--- src/rtl/rv_ctrl_pkg.sv ---
// Shared constants and types for the RV32I multicycle control sequencer:
// opcodes, FSM states, instruction classes and datapath mux selects.
package rv_ctrl_pkg;

   localparam int unsigned XLEN = 32;

   localparam logic [6:0] OP_R      = 7'b0110011;
   localparam logic [6:0] OP_IMM    = 7'b0010011;
   localparam logic [6:0] OP_LOAD   = 7'b0000011;
   localparam logic [6:0] OP_STORE  = 7'b0100011;
   localparam logic [6:0] OP_BRANCH = 7'b1100011;
   localparam logic [6:0] OP_JAL    = 7'b1101111;
   localparam logic [6:0] OP_JALR   = 7'b1100111;
   localparam logic [6:0] OP_LUI    = 7'b0110111;
   localparam logic [6:0] OP_AUIPC  = 7'b0010111;
   localparam logic [6:0] OP_HALT   = 7'b0000000;

   typedef enum logic [2:0] {
      S_FETCH  = 3'd0,
      S_DECODE = 3'd1,
      S_EXEC   = 3'd2,
      S_MEM    = 3'd3,
      S_WB     = 3'd4,
      S_HALT   = 3'd5,
      S_FAULT  = 3'd6
   } state_e;

   typedef enum logic [3:0] {
      C_R, C_IMM, C_LOAD, C_STORE, C_BRANCH, C_JAL, C_JALR,
      C_LUI, C_AUIPC, C_HALT, C_NOP
   } iclass_e;

   localparam logic       MUX2_PC    = 1'b0;
   localparam logic       MUX2_RS1   = 1'b1;
   localparam logic       MUX3_RS2   = 1'b0;
   localparam logic       MUX3_IMM   = 1'b1;
   localparam logic [1:0] MUX4_DM    = 2'b00;
   localparam logic [1:0] MUX4_ALU   = 2'b01;
   localparam logic [1:0] MUX4_PC4   = 2'b10;
   localparam logic       PC_SRC_SUM = 1'b0;
   localparam logic       PC_SRC_ALU = 1'b1;

   localparam logic [2:0] F3_ADD = 3'b000;
   localparam logic [2:0] F3_SR  = 3'b101;

   localparam logic [4:0] BR_NONE = 5'b11111;
   localparam logic [4:0] BR_JUMP = 5'b01111;

   typedef struct packed {
      logic       rs1_zero;
      logic       mux2;
      logic       mux3;
      logic [2:0] func3;
      logic       subsra;
      logic [4:0] br_opcode;
   } alu_ctrl_t;

endpackage

--- src/rtl/mc_decode.sv ---
// Opcode classifier: maps ir[6:0] to an instruction class for the sequencer.
module mc_decode
   import rv_ctrl_pkg::*;
(
   input  logic [6:0] opcode_i,
   output iclass_e    iclass_o
);

   always_comb begin
      iclass_o = C_NOP;
      case (opcode_i)
         OP_R:      iclass_o = C_R;
         OP_IMM:    iclass_o = C_IMM;
         OP_LOAD:   iclass_o = C_LOAD;
         OP_STORE:  iclass_o = C_STORE;
         OP_BRANCH: iclass_o = C_BRANCH;
         OP_JAL:    iclass_o = C_JAL;
         OP_JALR:   iclass_o = C_JALR;
         OP_LUI:    iclass_o = C_LUI;
         OP_AUIPC:  iclass_o = C_AUIPC;
         OP_HALT:   iclass_o = C_HALT;
         default:   iclass_o = C_NOP;
      endcase
   end

endmodule

--- src/rtl/mc_control_fsm.sv ---
// Multicycle RV32I control sequencer: FETCH/DECODE/EXEC/MEM/WB with a
// data-memory ready handshake guarded by a timeout that parks in FAULT.
module mc_control_fsm
   import rv_ctrl_pkg::*;
#(
   parameter int unsigned MEM_TIMEOUT = 16
) (
   input  logic            clk,
   input  logic            reset,
   input  logic [XLEN-1:0] im_instr,
   input  logic            branch_next,
   input  logic            dm_ready,
   output logic [XLEN-1:0] ir,
   output logic            rs1_zero,
   output logic            pc_we,
   output logic            pc_src,
   output logic            rf_we,
   output logic            dm_req,
   output logic            dm_we,
   output logic [2:0]      alu_func3,
   output logic            alu_subsra,
   output logic            mux2_sel,
   output logic            mux3_sel,
   output logic [1:0]      mux4_sel,
   output logic [4:0]      br_opcode,
   output logic [2:0]      state,
   output logic            halted,
   output logic            fault,
   output logic [XLEN-1:0] instret
);

   localparam int unsigned TMO_W = $clog2(MEM_TIMEOUT + 1);

   state_e            state_q, state_d;
   logic [XLEN-1:0]   ir_q, ir_d;
   logic [XLEN-1:0]   instret_q, instret_d;
   logic [TMO_W-1:0]  tmo_q, tmo_d;
   iclass_e           iclass;
   alu_ctrl_t         actl;

   mc_decode u_decode (
      .opcode_i (ir_q[6:0]),
      .iclass_o (iclass)
   );

   always_ff @(posedge clk or posedge reset) begin
      if (reset) begin
         state_q   <= S_FETCH;
         ir_q      <= '0;
         instret_q <= '0;
         tmo_q     <= '0;
      end else begin
         state_q   <= state_d;
         ir_q      <= ir_d;
         instret_q <= instret_d;
         tmo_q     <= tmo_d;
      end
   end

   assign ir_d      = (state_q == S_FETCH) ? im_instr : ir_q;
   assign instret_d = pc_we ? instret_q + XLEN'(1) : instret_q;

   // ALU/operand controls per class; held through EXEC, MEM and WB.
   always_comb begin
      actl           = '0;
      actl.br_opcode = BR_NONE;
      case (iclass)
         C_R: begin
            actl.mux2   = MUX2_RS1;
            actl.mux3   = MUX3_RS2;
            actl.func3  = ir_q[14:12];
            actl.subsra = ir_q[30];
         end
         C_IMM: begin
            actl.mux2   = MUX2_RS1;
            actl.mux3   = MUX3_IMM;
            actl.func3  = ir_q[14:12];
            actl.subsra = (ir_q[14:12] == F3_SR) ? ir_q[30] : 1'b0;
         end
         C_LOAD, C_STORE: begin
            actl.mux2 = MUX2_RS1;
            actl.mux3 = MUX3_IMM;
         end
         C_BRANCH: begin
            actl.mux2      = MUX2_PC;
            actl.mux3      = MUX3_IMM;
            actl.br_opcode = {2'b00, ir_q[14:12]};
         end
         C_JAL: begin
            actl.mux2      = MUX2_PC;
            actl.mux3      = MUX3_IMM;
            actl.br_opcode = BR_JUMP;
         end
         C_JALR: begin
            actl.mux2      = MUX2_RS1;
            actl.mux3      = MUX3_IMM;
            actl.br_opcode = BR_JUMP;
         end
         C_LUI: begin
            actl.rs1_zero = 1'b1;
            actl.mux2     = MUX2_RS1;
            actl.mux3     = MUX3_IMM;
         end
         C_AUIPC: begin
            actl.mux2 = MUX2_PC;
            actl.mux3 = MUX3_IMM;
         end
         default: ;
      endcase
   end

   always_comb begin
      state_d    = state_q;
      tmo_d      = tmo_q;
      pc_we      = 1'b0;
      pc_src     = PC_SRC_SUM;
      rf_we      = 1'b0;
      dm_req     = 1'b0;
      dm_we      = 1'b0;
      rs1_zero   = 1'b0;
      mux2_sel   = MUX2_PC;
      mux3_sel   = MUX3_RS2;
      mux4_sel   = MUX4_DM;
      alu_func3  = F3_ADD;
      alu_subsra = 1'b0;
      br_opcode  = BR_NONE;

      if (state_q == S_EXEC || state_q == S_MEM || state_q == S_WB) begin
         rs1_zero   = actl.rs1_zero;
         mux2_sel   = actl.mux2;
         mux3_sel   = actl.mux3;
         alu_func3  = actl.func3;
         alu_subsra = actl.subsra;
         br_opcode  = actl.br_opcode;
      end

      case (state_q)
         S_FETCH: state_d = S_DECODE;
         S_DECODE: begin
            if (iclass == C_HALT) begin
               state_d = S_HALT;
            end else if (iclass == C_NOP) begin
               pc_we   = 1'b1;
               state_d = S_FETCH;
            end else begin
               state_d = S_EXEC;
            end
         end
         S_EXEC: begin
            tmo_d = '0;
            case (iclass)
               C_BRANCH: begin
                  pc_we   = 1'b1;
                  pc_src  = branch_next;
                  state_d = S_FETCH;
               end
               C_LOAD, C_STORE: state_d = S_MEM;
               default:         state_d = S_WB;
            endcase
         end
         // ALU keeps the address add; the DM takes its access width from ir[14:12].
         S_MEM: begin
            dm_req = 1'b1;
            dm_we  = (iclass == C_STORE);
            if (dm_ready) begin
               if (iclass == C_STORE) begin
                  pc_we   = 1'b1;
                  state_d = S_FETCH;
               end else begin
                  state_d = S_WB;
               end
            end else if (tmo_q == TMO_W'(MEM_TIMEOUT - 1)) begin
               state_d = S_FAULT;
            end else begin
               tmo_d = tmo_q + TMO_W'(1);
            end
         end
         S_WB: begin
            rf_we   = 1'b1;
            pc_we   = 1'b1;
            state_d = S_FETCH;
            case (iclass)
               C_LOAD:        mux4_sel = MUX4_DM;
               C_JAL, C_JALR: begin
                  mux4_sel = MUX4_PC4;
                  pc_src   = PC_SRC_ALU;
               end
               default:       mux4_sel = MUX4_ALU;
            endcase
         end
         S_HALT, S_FAULT: ;
         default: state_d = S_FAULT;
      endcase
   end

   assign ir      = ir_q;
   assign instret = instret_q;
   assign state   = state_q;
   assign halted  = (state_q == S_HALT);
   assign fault   = (state_q == S_FAULT);

endmodule

--- config.mk ---
export PLATFORM = sky130hd
export DESIGN_NAME = mc_control_fsm
export DESIGN_NICKNAME = d
export VERILOG_FILES = /design/src/rtl/rv_ctrl_pkg.sv /design/src/rtl/mc_decode.sv /design/src/rtl/mc_control_fsm.sv
export SDC_FILE = /design/constraint.sdc
export NUM_CORES = 1
export LEC_CHECK = 0
export BUFFER_PORTS_ARGS = -buffer_cell sky130_fd_sc_hd__buf_2
export CORE_UTILIZATION = 42
export CTS_CLUSTER_SIZE = 8
export DETAILED_ROUTE_END_ITERATION = 12
export MAX_ROUTING_LAYER = met4
export PLACE_DENSITY = 0.69
export SYNTH_ARGS = -nofsm -noshare
export SYNTH_HDL_FRONTEND = slang
export SYNTH_HIERARCHICAL = 1
export SYNTH_SLANG_ARGS = --single-unit
--- constraint.sdc ---
create_clock -name clk -period 4.2 [get_ports clk]
set_input_delay 0.42 -clock clk [delete_from_list [all_inputs] [get_ports clk]]
set_output_delay 0.42 -clock clk [all_outputs]
set_load 0.01 [all_outputs]
==> impl_metrics.tcl <==
set metrics [dict create \
    outcome "completed" \
    rsz0062_at_grt "false" \
    synth_mux_area_share_pct 10.4 \
    start_kind "flip-flop" \
    drive_gt1_share_pct 41.1 \
    dp_hpwl_um 6120 \
    path_max_fanout 13 \
    ant_nets 0 \
    placed_cells 554 \
    path_class "flip-flop to output port" \
    fmax_mhz 302 \
    synth_compound_area_share_pct 7.50 \
    min_path_type "input pin to flip-flop" \
    synthArstFlopShare_pct 100 \
    combPwrFrac_pct 2.7 \
    synth_top_area_cell "dfrtp_1" \
    clk_latency_ps 360 \
    grt_pass1_wl_um 13700 \
    finClkSkew_ps 14.0 \
    rows 33 \
    slew_viol_final 0 \
    synth_top_area_share_pct 49.1 \
    max-vdd-ir-drop_uv 161 \
    synth-simple-area-share_pct 20.4 \
    wire_per_inst_um 15.0 \
    synthTopCellsByArea "dfrtp_1 49%, mux2_2 10%, xnor2_1 6.0%" \
    report.final.hold_viol_count 0 \
    gr-total-overflow 0 \
    grt_use_total_pct 20.1 \
    final_cells 570 \
    cp-end-kind "output port" \
    io_pins 124 \
    post_dp_cell_area_mm2 0.00434 \
    fin_tns_setup_ps 0 \
    cts_resized 0 \
    clkPwrFrac_pct 41.9 \
    drt_iter0_markers 133 \
    port_buffers 123 \
    num_antenna_cells 0 \
    synth_enable_flop_cells 0 \
    maxCapViolations 0 \
    nets 499 \
    globalplace.congestion 0.902 \
    pwr_density_cell_mw_per_mm2 276 \
    synth_cells 341 \
    synth.ff_latch_count 72 \
    viasPerCell 5.31 \
    slew_headroom_pct 30.6 \
    synth-seq-area-share_pct 49.1 \
    synth-xor-area-share_pct 7.88 \
    syn_to_final_growth_pct 23.4 \
    cts_tree "yes" \
    yosysUniqueCellTypes 54 \
    htreeDepth 3 \
    synth_top_family_by_area "simple AND/OR/NAND/NOR gates" \
    synth_common_cells "72 x dfrtp_1, 33 x mux2_2, 29 x nand2_1" \
    cts-hold-fix-buffers 0 \
    grt_pass1_vias 2827 \
    root_buffer "clkbuf_8" \
    stdcell_area_mm2 0.00453 \
    syn_nets 380 \
    antenna_found_initial 0 \
    crit_required_ps 3780 \
    start_util_pct 44.0 \
    avgSynthCellArea_um2 10.8 \
    wl_um 8540 \
    synth.most_common_cell "dfrtp_1" \
    dr.pass1.iters 4 \
    die_h_um 95.5 \
    p_int_mw 0.932 \
    coreArea_mm2 0.00834 \
    synth_fa_ha_area_share_pct 1.02 \
    design_power_total_mw 1.25 \
    setup_violations 0 \
    syn-cell-area_mm2 0.00367 \
    tightest_slew_ps 1040 \
    crit_arrival_ps 2890 \
    power_leakage_nw 2.34 \
    die_w_um 95.5 \
    switching_share_pct 25.5 \
    power.switching_mw 0.318 \
    cts_buffers 9 \
    clkSinkCount 72 \
    drc 0 \
    cts_buffer_depth 2 \
    vias 3025 \
    clkSlewWorstSetupHoldPaths_ps 80 \
    seqPwrFrac_pct 55.4 \
    period_minus_slack_ps 3310 \
    synthFlopType "dfrtp_1" \
    timing.final.crit_share_pct 78.9 \
    dieArea_mm2 0.00911 \
    postCtsSetupBuffers 0 \
    yosys_warnings 6 \
    grt_start_max_net_pins 51 \
]
## per-stage QoR
stage	hold slack [ps]	util, %	setup slack (ps)
after global routing	288	54.3	602
final	297	54.3	887
after floorplan	497	-	1680
after global placement	466	52.0	1200
after detailed placement	470	52.0	1060
after CTS	282	54.3	888
## worst max-delay path, cell delays in order, from the launching register on
cell	delay (ps)
dfrtp_1	580
inv_1	110
o21ai_1	150
a21o_1	320
a32o_1	460
nor2b_1	320
nand4_1	150
nand3_1	260
buf_2	180
## flip-flops by register name (all words and copies together), names as in the netlist
signal,count
instret,32
tmo_q,5
ir,32
state,3
## cells in the final DEF (no fill, tap or decap), types with 2 or more instances in the layout
cell,synthesis,routed
buf_2,10,123
dfrtp_1,72,72
mux2_2,33,33
nand2_1,29,29
xnor2_1,25,25
nor2_1,19,19
nand3_1,15,15
nand4_1,10,10
and3_1,10,10
o21ai_0,10,10
a21oi_1,9,9
clkbuf_8,0,9
xor2_1,8,8
nor2b_1,7,7
and2_1,6,6
inv_1,6,5
and4_1,5,5
nor3_1,6,5
a31oi_1,4,4
or2_2,4,4
buf_4,3,4
nand2b_1,3,3
ha_1,3,3
inv_6,0,3
nor3b_1,2,2
a31o_2,2,2
o31ai_1,2,2
nor4_1,2,2
o21a_1,2,2
nand3b_1,2,2
clkinvlp_4,0,2
o211ai_1,2,2
o21ai_1,2,2
## power by group through the flow
stage / clock (mW) / combinational, mW / sequential (mW)
after floorplan: 0 / 0.0140 / 0.707
after global placement: 0 / 0.0347 / 0.707
after detailed placement: 0 / 0.0353 / 0.707
after CTS: 0.537 / 0.0356 / 0.693
after global routing: 0.560 / 0.0395 / 0.693
final: 0.524 / 0.0337 / 0.693
## logic make-up after synthesis
group	Yosys count
AND/OR/NAND/NOR	130
XOR/XNOR	33
buffers and inverters	26
adder cells (fa/ha/maj)	3
AO/OA/AOI/OAI	43
multiplexers	34
flip-flops	72
## worst paths after layout
check | start | endpoint | slack, ps | cells past startpoint
max in group asynchronous | reset | ir[6]$_DFFE_PP0N_ | 2990 | 3
worst min-delay path | im_instr[28] | ir[28]$_DFFE_PP0N_ | 300 | 2
worst min register to register | instret[31]$_DFFE_PP0P_ | instret[31]$_DFFE_PP0P_ | 490 | 1
worst max register to register | ir[2]$_DFFE_PP0N_ | instret[31]$_DFFE_PP0P_ | 1030 | 9
min in group asynchronous | reset | instret[31]$_DFFE_PP0P_ | 310 | 2
worst max-delay path | ir[2]$_DFFE_PP0N_ | pc_we | 890 | 8
## area by class of cell
| type | instances | area, µm² |
|---|---|---|
| timing repair buffer | 127 | 646 |
| multi-input combinational | 243 | 1740 |
| clock inverter | 7 | 61.3 |
| sequential | 72 | 1800 |
| tap | 105 | 131 |
| inverter | 7 | 26.3 |
| clock buffer | 9 | 124 |
| fill | 758 | 3810 |
## layer usage
layer  GRT usage, %  vias to the layer above  wire length, µm
met5              -                        -                0
met4           7.46                        0              133
met3           3.67                       13              408
met2           31.7                       97             4110
met1           25.7                     1472             3880
li1               -                     1443                -
(Power assumes the default switching activity.)
